`src/rtl/batpu_mem_io.sv`:
```
// BatPU data memory and memory-mapped I/O: 240 B RAM plus screen,
// character, number, RNG and controller registers at 240..255.
module batpu_mem_io #(
  parameter logic [7:0] LFSR_SEED  = 8'h01,
  parameter int         CHAR_SLOTS = 10
) (
  input  logic                    clk,
  input  logic                    rst_n,
  input  logic [7:0]              cpu_addr,
  input  logic [7:0]              cpu_wdata,
  input  logic                    cpu_we,
  output logic [7:0]              cpu_rdata,
  input  logic [7:0]              ctrl_in,
  output logic [4:0]              scr_x,
  output logic [4:0]              scr_y,
  input  logic                    scr_pix_rd,
  output logic                    scr_draw,
  output logic                    scr_clr,
  output logic                    scr_push,
  output logic                    scr_wipe,
  output logic [5*CHAR_SLOTS-1:0] char_disp,
  output logic [7:0]              num_val,
  output logic                    num_valid,
  output logic                    num_signed
);

  localparam int PW = $clog2(CHAR_SLOTS + 1);
  localparam logic [7:0] SEED =
    (LFSR_SEED == 8'h00) ? 8'h01 : LFSR_SEED;

  logic [7:0]              ram [240];
  logic [7:0]              lfsr;
  logic [7:0]              ctrl_meta;
  logic [7:0]              ctrl_sync;
  logic [5*CHAR_SLOTS-1:0] stage;
  logic [PW-1:0]           wr_ptr;
  logic                    is_ram;
  logic                    ram_we;
  logic                    io_we;

  assign is_ram = (cpu_addr < 8'd240);
  assign ram_we = rst_n && cpu_we && is_ram;
  assign io_we  = cpu_we && !is_ram;

  always_ff @(posedge clk) begin
    if (ram_we) ram[cpu_addr] <= cpu_wdata;
  end

  always_ff @(posedge clk) begin
    if (!rst_n) begin
      lfsr       <= SEED;
      ctrl_meta  <= '0;
      ctrl_sync  <= '0;
      scr_x      <= '0;
      scr_y      <= '0;
      scr_draw   <= 1'b0;
      scr_clr    <= 1'b0;
      scr_push   <= 1'b0;
      scr_wipe   <= 1'b0;
      stage      <= '0;
      wr_ptr     <= '0;
      char_disp  <= '0;
      num_val    <= '0;
      num_valid  <= 1'b0;
      num_signed <= 1'b0;
    end else begin
      // taps 8,6,5,4 -> bits 7,5,4,3
      lfsr      <= {lfsr[6:0], ^(lfsr & 8'hB8)};
      ctrl_meta <= ctrl_in;
      ctrl_sync <= ctrl_meta;
      scr_draw  <= io_we && (cpu_addr == 8'd242);
      scr_clr   <= io_we && (cpu_addr == 8'd243);
      scr_push  <= io_we && (cpu_addr == 8'd245);
      scr_wipe  <= io_we && (cpu_addr == 8'd246);
      if (io_we) begin
        case (cpu_addr)
          8'd240: scr_x <= cpu_wdata[4:0];
          8'd241: scr_y <= cpu_wdata[4:0];
          8'd247: begin
            if (wr_ptr < PW'(CHAR_SLOTS)) begin
              for (int i = 0; i < CHAR_SLOTS; i++)
                if (wr_ptr == PW'(i))
                  stage[5*i +: 5] <= cpu_wdata[4:0];
              wr_ptr <= wr_ptr + 1'b1;
            end
          end
          8'd248: char_disp <= stage;
          8'd249: begin
            stage  <= '0;
            wr_ptr <= '0;
          end
          8'd250: begin
            num_val   <= cpu_wdata;
            num_valid <= 1'b1;
          end
          8'd251: num_valid  <= 1'b0;
          8'd252: num_signed <= 1'b1;
          8'd253: num_signed <= 1'b0;
          default: ;
        endcase
      end
    end
  end

  always_comb begin
    cpu_rdata = 8'h00;
    unique case (1'b1)
      is_ram:                 cpu_rdata = ram[cpu_addr];
      (cpu_addr == 8'd244):   cpu_rdata = {7'b0, scr_pix_rd};
      (cpu_addr == 8'd254):   cpu_rdata = lfsr;
      (cpu_addr == 8'd255):   cpu_rdata = ctrl_sync;
      default:                cpu_rdata = 8'h00;
    endcase
  end

endmodule

```
`config.mk`:
```
export PLATFORM = sky130hd
export DESIGN_NAME = batpu_mem_io
export DESIGN_NICKNAME = d
export VERILOG_FILES = /design/src/rtl/batpu_mem_io.sv
export SDC_FILE = /design/constraint.sdc
export NUM_CORES = 2
export LEC_CHECK = 0
export CORE_MARGIN = 2
export CORE_UTILIZATION = 50
export CTS_CLUSTER_SIZE = 10
export DETAILED_ROUTE_END_ITERATION = 10
export PLACE_DENSITY = 0.66
export SETUP_SLACK_MARGIN = 0.02
export SLEW_MARGIN = 20
export SYNTH_ARGS = -nofsm -noshare
export SYNTH_HDL_FRONTEND = slang
export SYNTH_SLANG_ARGS = --single-unit
export TNS_END_PERCENT = 50
```
`constraint.sdc`:
```
create_clock -name clk -period 7.9 [get_ports clk]
set_clock_uncertainty 0.15 [all_clocks]
set_input_delay 0.79 -clock clk [delete_from_list [all_inputs] [get_ports clk]]
set_output_delay 0.79 -clock clk [all_outputs]
set_load 0.01 [all_outputs]
```
* Word-level counts from Yosys, hierarchy flattened
Memories as Yosys holds them, arrays and structs flattened.
Cells that the tools add are included.
** Word-level totals
- Register bits :: 152
- Bits in writable memories :: 1920
- Output and inout bits :: 82
- Memories :: 1
** Cells by class
- $add $sub $neg :: 1
- Order comparisons :: 2
- Equal/unequal tests :: 36
- Multiplexer cells :: 19
- Reductions and logical operators :: 30
** Memory list
- ram :: depth 240, bits a word 8, read ports 1, clocked after memory_dff 0, wr ports 1, line 31 : logic [7:0] ram [240];
** Operators by type and width (number)
- == test 8 bit, second input constant :: 16
- case mux 50 bit (2 select lines) :: 1
- two-way mux 5 bit :: 10
- two-way mux 50 bit :: 1
- AND reduction 4 bit :: 10
- case mux 8 bit (4 select lines) :: 1
- != test 2 bit, second input constant :: 11
- == test 4 x 3 -> 1 bit, second input constant :: 4
- AND reduction 2 bit :: 6
- == test 4 x 2 -> 1 bit, second input constant :: 2
- == test 4 bit, second input constant :: 2
- < comparator 8 bit, second input constant :: 1
- case mux 4 bit (2 select lines) :: 1
- XOR reduction 8 bit :: 1
- logical AND 1 bit :: 7
- nonzero test 2 bit :: 3
- adder 4 x 1 -> 4 bit, second input constant :: 1
- == test 4 x 1 -> 1 bit, second input constant :: 1
- logical NOT 4 bit :: 1
- < comparator 4 bit, second input constant :: 1
- two-way mux 4 bit :: 1
- case mux 1 bit (2 select lines) :: 2
- AND reduction 3 bit :: 1
- two-way mux 1 bit :: 2
- logical NOT 1 bit :: 1

* Longest topological paths before layout
- Depth after elaboration :: 4
- Gate-level depth with buffers :: 13
- Depth with buffers taken out :: 7

* Least setup slack after synthesis
OpenSTA, ideal clock, no wires.
- Path type :: input to output
- Start point :: input port cpu_addr[0]
- End point :: output port cpu_rdata[5]
- Arrival time :: 2853 ps
- Path slack :: 4107 ps
- Stages on the path :: 9
- Buffers on the path :: 4
- Path through :: buf_6 buf_6 buf_4 buf_2 mux4_2 a32oi_1 nand4_1 o41ai_1 nand4_1
** On the way
- Word-level cells in the longest chain between the ends :: 2
** Ends and longest elaborated chain
- start: declaration :: line 9 : input logic [7:0] cpu_addr,
- memory read (240 x 8 bit), or another cell as far along
- case mux 8 bit (4 select lines) * :: line 107 : unique case (1'b1)
- end: declaration :: line 12 : output logic [7:0] cpu_rdata,
Mark *: on every way between the ends. The rest lies on a longest branch, timed or not.

* Worst setup path in the final report
Same ends and word-level chain as after synthesis.

==> qor.csv <==
stage,metric,value,unit
status,status,completed,
place,gpl congestion,0.8331,
place,post-DP HPWL,122100,microns
floorplan,Core Region,158700,sq um
floorplan,Rows,146,
global_routing,initial antenna violation count,5,
floorplan,die height,404.2,microns
synth,combinational family with the most area after synthesis,multiplexers,
global_routing,global route overflow,0,
job,MaxCap Viol Count,0,
synth,Mapped Area,80060,sq um
power_and_ir_drop,maximum vdd drop,244.0,uV
sta,period utilisation layout,79.40,%
synth,Synth cell types,68,
detailed_routing,post-route ant nets,0,
finish,Layout Utilization,56.39,%
synth,post-synthesis xor/xnor area fraction,0.03282,%
synth,Synth area leaders,"edfxtp_1, mux4_2, dfxtp_1, mux2i_1, nor2_1",
synth,Post-synth EDFFs,1920,
sta,actual slew at the worst max-slew pin,1250,ps
clock_tree,number of buffers added for setup after CTS,0,
min_path,HP Class,register to register,
synth,simple-gate share of the synthesized area,3.801,%
synth,synthesized flop and latch total,2072,
floorplan,# IOs,110,
detailed_routing,vias per cell,6.403,
sta,FMAX,159.4,MHz
sta,final setup violation count,0,
sta,slew margin rel.,15.77,%
worst_setup_path,Worst Path Arrival,5330,ps
clock_tree,Worst-path clk slew,50,ps
clock_tree,hold-fix buffers at CTS,0,
synth,syn_nets,4057,
sta,Slew Limit Fails,0,
synth,leading area contributor after synthesis,edfxtp_1,
clock_tree,H-tree depth,4,
worst_setup_path,"Max FO, Critical Path",55,
synth,top-count cell post-synth,edfxtp_1,
global_routing,largest net degree at the start of global routing,176,
synth,multiplexer share of the synthesized area,15.89,%
detailed_routing,1st-iter DRT viols,5182,
global_routing,first-pass GRT wire length,291100,microns
worst_setup_path,Worst setup SP type,input pin,
clock_tree,TritonCTS clock tree,yes,
place,IO Port Bufs,109,
finish,layout cells sized above 1,20.29,%
power_and_ir_drop,P per Cell Area,249.0,nW/um^2
finish,final cell count without fillers,6328,
global_routing,overall routing resource usage,24.88,%
sta,setup TNS,0,ps
sta,WHS,279.9,ps
clock_tree,Clock Latency Late Sink,830,ps
sta,RSZ-0062 raised after global routing,false,
clock_tree,root buffer cell,clkbuf_16,
synth,syn avg cell area,19.89,sq um
power_and_ir_drop,static leakage,28.15,nW
power_and_ir_drop,Final Power,22.29,mW
clock_tree,CTS sink cnt,2072,
synth,area share of the largest cell type after synthesis,72.01,%
synth,synthesized instance count,4025,
synth,post-synthesis adder-cell area fraction,0.06251,%
detailed_routing,WL/cell,32.02,microns
place,placed insts,6041,
global_routing,vias in the first global route,40177,
worst_setup_path,Worst setup EP type,output port,
synth,"Top FF cell, synth",edfxtp_1,
detailed_routing,drt first pass iters,6,
synth,top post-synthesis cells by count,"edfxtp_1, mux4_2, nor2_1",
floorplan,initial cell density of the core,50.44,%
detailed_routing,DRC Markers,0,
clock_tree,CTS resizes,0,
sta,"Hold Violations, Final",0,
worst_setup_path,Setup CP Type,input pin to output port,
synth,sequential share of the synthesized area,75.81,%
finish,area grow syn2layout,11.81,%
synth,Synth async-reset ratio,0,%
floorplan,die area,163300,sq um
clock_tree,worst-case clock buffer depth,3,
sta,Period minus WS final,6273,ps
detailed_routing,final wirelength,202600,microns
floorplan,die width,404.2,microns
synth,Synth Area in Compound Gates,2.746,%
finish,Layout Nets,4231,
worst_setup_path,worst endpoint required time,6960,ps
clock_tree,CTS buffer count,227,
detailed_routing,via count,40516,
synth,synth warn,0,
-- state kept, by name, summed over array words and instances (netlist names) --
signal      cells
stage          50
scr_draw        1
scr_push        1
scr_wipe        1
scr_x           5
num_signed      1
lfsr            8
ram          1920
ctrl_sync       8
wr_ptr          4
scr_y           5
num_val         8
num_valid       1
scr_clr         1
char_disp      50
ctrl_meta       8
-- placed cells by master, fill, tap and decap left out, drive strengths merged, types with 37 or more instances in the layout --
cell type / count
edfxtp: 1920
mux4: 482
nor2: 343
clkbuf: 274
mux2i: 173
nand2: 171
dfxtp: 152
clkdlybuf4s50: 93
buf: 93
a21oi: 92
a22oi: 65
nand3: 48
o21ai: 39
nor2b: 37
-- per-stage QoR --
stage	instance area [sq um]	setup WS [ps]
3_3_place_gp	83280	1646
6_report	89510	1627
4_1_cts	89470	1616
3_5_place_dp	83280	1628
2_1_floorplan	80060	4107
5_1_grt	89510	1487
-- layer usage --
metal  track usage [%]  wire length, microns  vias up  share of wire [%]
li1                  -                     -    16627                  -
met1             36.04                 82070    21397                 40
met2             38.18                 95190     2149                 47
met3             5.920                 20010      337                9.9
met4             6.906                  5341        6                2.6
met5                 0                    37        -              0.018
-- report_power, final --
group | internal (mW) | switching, mW
logic | 0.357 | 0.676
registers | 12.0 | 0.00564
clock network | 5.24 | 4.02
-- path summary, 6_finish.rpt --
path                  endpoint  depth (start not counted)  slack (ps)          from
hold / removal    ctrl_sync[4]                          1         280  ctrl_meta[4]
setup / recovery  cpu_rdata[5]                          9        1630   cpu_addr[0]
setup reg to reg     stage[42]                          7        5640     wr_ptr[3]
hold reg to reg   ctrl_sync[4]                          1         280  ctrl_meta[4]
-- final cells by class --
| type | count | area, sq um |
|---|---|---|
| Tap cell | 2072 | 2592 |
| Clock buffer | 266 | 5891 |
| Inverter | 10 | 38.79 |
| Antenna cell | 3 | 7.507 |
| Sequential cell | 2072 | 60700 |
| Fill cell | 11673 | 69230 |
| Clock inverter | 17 | 294.0 |
| Multi-Input combinational cell | 1694 | 18080 |
| Timing Repair Buffer | 194 | 1916 |
-- cells by family after synthesis --
kind of cell | after synthesis
xor gates and xnor gates | 3
and+or+nand+nor | 697
buffers and inverters | 259
AOI/OAI and AO/OA | 323
adders and majority gates | 4
muxes | 667
DFF | 2072
-- critical path, cell delays in order --
cell and delay (ps):
buf_8 470, buf_12 490, mux4_2 580, mux4_2 470
mux2i_1 430, nor3_1 120, o41ai_1 950, nand4_1 390
clkdlybuf4s50_1 590
Power figures use the tool's default switching activity.
